==> src/rtl/fetch_prefetch.sv <==
// ---------------------------------------------------------------------------
// fetch_prefetch
//
// Instruction prefetch controller for the fetch stage. It walks a
// combinational, byte-addressed instruction ROM one 32-bit word per cycle.
// Each fetched word is buffered together with its PC in a small FIFO, and
// decode drains the FIFO through a valid/ready handshake. A redirect (branch,
// jump or trap) flushes the FIFO and restarts fetching at the new PC.
//
// Parameters:
//   ADDRESS_WIDTH  width of the PC and the ROM address
//   DEPTH          FIFO entries (power of two, >= 2)
//   RESET_PC       first fetch address after reset (bits [1:0] forced to 0)
//
// Ports:
//   clk             clock; all state changes on the rising edge
//   rst_n           synchronous active-low reset
//   redirect_valid  flush the FIFO and restart fetch this cycle
//   redirect_pc     restart address; bits [1:0] are ignored
//   mem_addr        ROM address; always equals the fetch_pc register
//   mem_rdata       ROM word for mem_addr, available in the same cycle
//   out_valid       head entry is available to decode
//   out_instr       head instruction
//   out_pc          PC of the head instruction
//   out_ready       decode accepts the head entry this cycle
//   level           current FIFO occupancy
// ---------------------------------------------------------------------------
module fetch_prefetch #(
    parameter int                         ADDRESS_WIDTH = 32,
    parameter int                         DEPTH         = 4,
    parameter logic [ADDRESS_WIDTH-1:0]   RESET_PC      = '0
) (
    input  logic                          clk,
    input  logic                          rst_n,
    input  logic                          redirect_valid,
    input  logic [ADDRESS_WIDTH-1:0]      redirect_pc,
    output logic [ADDRESS_WIDTH-1:0]      mem_addr,
    input  logic [31:0]                   mem_rdata,
    output logic                          out_valid,
    output logic [31:0]                   out_instr,
    output logic [ADDRESS_WIDTH-1:0]      out_pc,
    input  logic                          out_ready,
    output logic [$clog2(DEPTH):0]        level
);

    localparam int PTR_W   = $clog2(DEPTH);
    localparam int LEVEL_W = PTR_W + 1;
    localparam logic [LEVEL_W-1:0]       DEPTH_L    = LEVEL_W'(DEPTH);
    localparam logic [ADDRESS_WIDTH-1:0] RESET_WORD = {RESET_PC[ADDRESS_WIDTH-1:2], 2'b00};

    logic [ADDRESS_WIDTH-1:0] fetch_pc;
    logic [ADDRESS_WIDTH-1:0] pc_mem    [DEPTH];
    logic [31:0]              instr_mem [DEPTH];
    logic [PTR_W-1:0]         wr_ptr;
    logic [PTR_W-1:0]         rd_ptr;
    logic [LEVEL_W-1:0]       count;
    logic                     pop;
    logic                     push;

    // The low two bits of a redirect target are dropped (word alignment).
    logic unused_redirect_bits;
    assign unused_redirect_bits = ^redirect_pc[1:0];

    assign mem_addr  = fetch_pc;
    assign level     = count;
    assign out_valid = (count != '0) & ~redirect_valid;
    assign out_instr = instr_mem[rd_ptr];
    assign out_pc    = pc_mem[rd_ptr];

    // A pop frees a slot in the same cycle, so a full FIFO can still accept
    // a new word when decode is draining it. A redirect blocks both.
    assign pop  = out_valid & out_ready & ~redirect_valid;
    assign push = ~redirect_valid & ((count < DEPTH_L) | pop);

    always_ff @(posedge clk) begin
        if (!rst_n) begin
            fetch_pc <= RESET_WORD;
            wr_ptr   <= '0;
            rd_ptr   <= '0;
            count    <= '0;
            for (int i = 0; i < DEPTH; i++) begin
                pc_mem[i]    <= '0;
                instr_mem[i] <= '0;
            end
        end else if (redirect_valid) begin
            fetch_pc <= {redirect_pc[ADDRESS_WIDTH-1:2], 2'b00};
            wr_ptr   <= '0;
            rd_ptr   <= '0;
            count    <= '0;
        end else begin
            if (push) begin
                pc_mem[wr_ptr]    <= fetch_pc;
                instr_mem[wr_ptr] <= mem_rdata;
                wr_ptr            <= wr_ptr + PTR_W'(1);
                fetch_pc          <= fetch_pc + ADDRESS_WIDTH'(4);
            end
            if (pop) begin
                rd_ptr <= rd_ptr + PTR_W'(1);
            end
            if (push && !pop) begin
                count <= count + LEVEL_W'(1);
            end else if (pop && !push) begin
                count <= count - LEVEL_W'(1);
            end
        end
    end

endmodule

==> config.mk <==
export PLATFORM = sky130hd
export DESIGN_NAME = fetch_prefetch
export DESIGN_NICKNAME = d
export VERILOG_FILES = /design/src/rtl/fetch_prefetch.sv
export SDC_FILE = /design/constraint.sdc
export NUM_CORES = 1
export LEC_CHECK = 0
export CORE_UTILIZATION = 55
export CTS_CLUSTER_SIZE = 16
export DETAILED_ROUTE_END_ITERATION = 8
export GPL_TIMING_DRIVEN = 0
export PLACE_DENSITY_LB_ADDON = 0.1
export SKIP_LAST_GASP = 1
export SYNTH_ARGS = -nofsm -noshare
export SYNTH_HDL_FRONTEND = slang
export SYNTH_SLANG_ARGS = --single-unit
==> constraint.sdc <==
create_clock -name clk -period 9.2 [get_ports clk]
set_input_delay 1.84 -clock clk [delete_from_list [all_inputs] [get_ports clk]]
set_output_delay 1.84 -clock clk [all_outputs]
set_load 0.1 [all_outputs]
==> results.toml, run 1 <==
[yosys]
synth_top_family_by_area = "simple AND/OR/NAND/NOR gates"
synthMuxAreaShare_pct = 11.2
async_flop_share_pct = 0
synth_compound_area_share_pct = 4.35
postSynthCellCount = 954
synth_area_um2 = 12700
synthSimpleGateAreaFrac_pct = 13.8
synth_seq_cells = 287
synth_edf_count = 248
synth_fa_ha_area_share_pct = 0.355
yosysMostFrequentCell = "edfxtp_1"
yosysWarnings = 0
synth_xor_area_share_pct = 0.967
synth.area.top_cells = "edfxtp_1, mux4_2, dfxtp_1, nor2_1, and2_1"
synth.distinct_cells = 55
yosysSeqAreaShare_pct = 64.9
synth_top_area_cell = "edfxtp_1"
synth_ff_type = "edfxtp_1"
syn_avg_cell_area_um2 = 13.3
synth_top_cell_area_share_pct = 58.7
yosys-top-cells-count = "edfxtp_1, nor2_1, nand2_1"

[placement]
place_inst = 1411
io_buffers = 159
finalWeightedCongestion = 0.917
hpwl_um = 20400

[finish]
nets = 1228
drive_gt1_share_pct = 11.8
antennaDiodeCount = 0
areaGrowthSynthToFinish_pct = 24.4
fin_cells = 1464

[floorplan]
num_rows = 55
io_pins = 168
dieWidth_um = 154
core_area_um2 = 22600
initial_utilization_pct = 56.0
dieHeight_um = 154
die_area_um2 = 23700

[detailed_routing]
route.detailed.drc = 0
viasPerCell = 5.67
vias = 8298
post_drt_wl_per_cell_um = 20.9
drt_wl_total_um = 30500
drt_pass1_iterations = 5
drtIter0Drc = 535
drtAntennaViolNets = 0

[clock_tree]
root_buffer = "clkbuf_16"
cts_sinks = 287
tritoncts = "yes"
cts_setup_buffers = 0
cts_resized = 0
cts_buffers = 29
cts.clk_slew.worst_paths_ns = 0.06
max-clock-path-buffers = 3
htree_levels = 1
clock_latency_ns = 0.54
ctsHoldBuffers = 0

[setup_path]
regToRegEndpoint = "instr_mem[0][21]"
r2r_start = "level[2]"
worstPathMaxFanout = 10
cp_cell_sequence = "buf_6 > clkbuf_1 > nor2_1 > clkdlybuf4s50_1"
r2r_setup_slack_ns = 5.84
r2r_cells = 7
crit_type = "input port to output port"
crit_arrival_ns = 3.62
required_ns = 7.36
critPathCaptureType = "output port"
endpoint = "out_valid"
crit_start = "redirect_valid"
crit_path_max_incr_delay_ns = 1.15
cpMaxStageDelayCell = "clkdlybuf4s50_1"
setup.worst_path.start_class = "input port"

[timing]
max_slew_margin_pct = 30.2
fin_setup_tns_ns = 0
tightestPinTransition_ns = 1.04
min_period_ns = 5.46
maxSlewViolCount = 0
fmax_mhz = 183
rsz0062_at_grt = "no"
fin_skew_ns = 0.00987
period_share_pct = 59.3
finalSetupViolations = 0
hold_violations = 0

[global_routing]
use_met2_pct = 44.9
grt_max_degree = 44
grt_usage_pct = 26.5
grt.overflow.total = 0
busiest_layer = "met2"
grt_pass1_vias = 8436
grt_antenna_before_repair = 0
use_met3_pct = 3.47
grt_pass1_wl_um = 47000
use_met1_pct = 36.9

[power]
cellPowerDensity_nw_per_um2 = 201
power_leakage_nw = 5.81
ir_drop_uv = 129

[run]
maxCapViolations = 0

[worst_hold_path]
hold_class = "flop to flop"

[status]
outcome = "completed"
==> critical path: cells and delay by family <==
kind          cells  cell delay [ns]
buf+inv           3             1.56
simple gates      1             0.21
==> report_power, final <==
| group | internal [W] | leakage (nW) | switching, W |
|---|---|---|---|
| Combinational | 0.000152 | 2.47 | 0.000398 |
| Clock | 0.000622 | 0.435 | 0.000470 |
| Sequential | 0.00149 | 2.90 | 0.0000368 |
==> per-layer routing <==
| metal | vias to the layer above | part of all wire [%] |
|---|---|---|
| li1 | 3883 | - |
| met1 | 4057 | 42 |
| met2 | 323 | 50 |
| met3 | 35 | 7.1 |
| met4 | 0 | 1.3 |
| met5 | - | 0 |
==> kinds of logic (layout without fill, tap and decap cells) <==
| logic type | Yosys count | count (layout) |
|---|---|---|
| other | 1 | 4 |
| muxes | 64 | 64 |
| and+or+nand+nor | 366 | 366 |
| AOI/OAI and AO/OA | 80 | 80 |
| xor gates and xnor gates | 14 | 14 |
| buffers and inverters | 139 | 361 |
| adders and majority gates | 3 | 3 |
| DFF | 287 | 287 |
==> cells in the final DEF, fill, tap and decap left out, types with 3 or more instances in the layout <==
cell             Yosys  final
buf_8                0      4
a31oi_1             14     14
dfxtp_1             39     39
nand2_1             74     74
clkbuf_1            46     58
a211oi_1             9      9
nand4_1             10     10
buf_1                5      5
and2_1              53     53
buf_4                4      4
or3_1               10     10
conb_1               1      4
inv_1               73     73
or4_1                6      6
clkbuf_16            0     29
buf_16               0      5
nor3_1              22     22
buf_2                8      8
o31ai_1              7      5
nand3_1             12     12
nor2b_1              5      5
clkinv_2             0      7
clkdlybuf4s50_1      0    159
nor2_1             142    142
nor4_1              10     10
xnor2_1             11     11
xor2_1               3      3
o21ai_0             24     24
and4_1               3      3
a21oi_1              5      5
clkbuf_8             0      5
o221ai_1             3      3
mux4_2              62     62
nand2b_1             7      6
nor3b_1              3      3
edfxtp_1           248    248
==> per-stage QoR <==
step / worst slack, ns / hold slack [ns] / cell area [um2] / utilization, % / total power (W)
floorplan: 1.63 / 0.490 / 12700 / - / 0.00194
global placement: -2.57 / 0.512 / 14600 / 64.7 / 0.00209
detailed placement: 3.75 / 0.523 / 14900 / 65.8 / 0.00211
CTS: 3.75 / 0.538 / 15800 / 69.7 / 0.00319
global route: 3.68 / 0.562 / 15800 / 69.7 / 0.00326
finish: 3.74 / 0.543 / 15800 / 69.7 / 0.00317
==> final cells by class <==
type / instances / area [um2]
sequential: 287 / 8230
timing repair buffer: 169 / 1810
clock inverter: 7 / 35.0
multi-input combinational: 531 / 3950
tap: 285 / 357
fill: 1582 / 6860
inverter: 73 / 274
clock buffer: 46 / 840
buffer: 66 / 289
==> state kept, by name, summed over array words and instances (netlist names), named ones only <==
| signal | count |
|---|---|
| instr_mem | 128 |
| pc_mem | 120 |
| mem_addr | 30 |
| level | 3 |
| rd_ptr | 2 |
| wr_ptr | 2 |
==> how the worst min path moves through the flow <==
stage          startpoint        end  slack (ns)  cells after the start
3_5_place_dp    rd_ptr[1]       flop        0.52                      2
3_3_place_gp    rd_ptr[1]  rd_ptr[1]        0.51                      2
5_1_grt         rd_ptr[1]       flop        0.56                      2
6_report        rd_ptr[1]       flop        0.54                      2
4_1_cts         rd_ptr[1]       flop        0.54                      2
2_1_floorplan   rd_ptr[1]       flop        0.49                      2
Power figures use the tool's default switching activity.
==> run 2, diff against run 1 <==
- clock period: 9.2 -> 5.2 ns (I/O delays scaled with it)
==> results of run 2 <==
The final DEF is identical to that of run 1. Status: completed.
Main changes from that run: setup slack after placement 3.75 ns -> 0.596 ns; setup slack after layout 3.74 ns -> 0.785 ns; end point of the critical path out_valid -> out_pc[19]; register-to-register setup slack 5.84 ns -> 1.84 ns; total power 0.00317 W -> 0.00561 W; worst IR drop on VDD 129 uV -> 228 uV
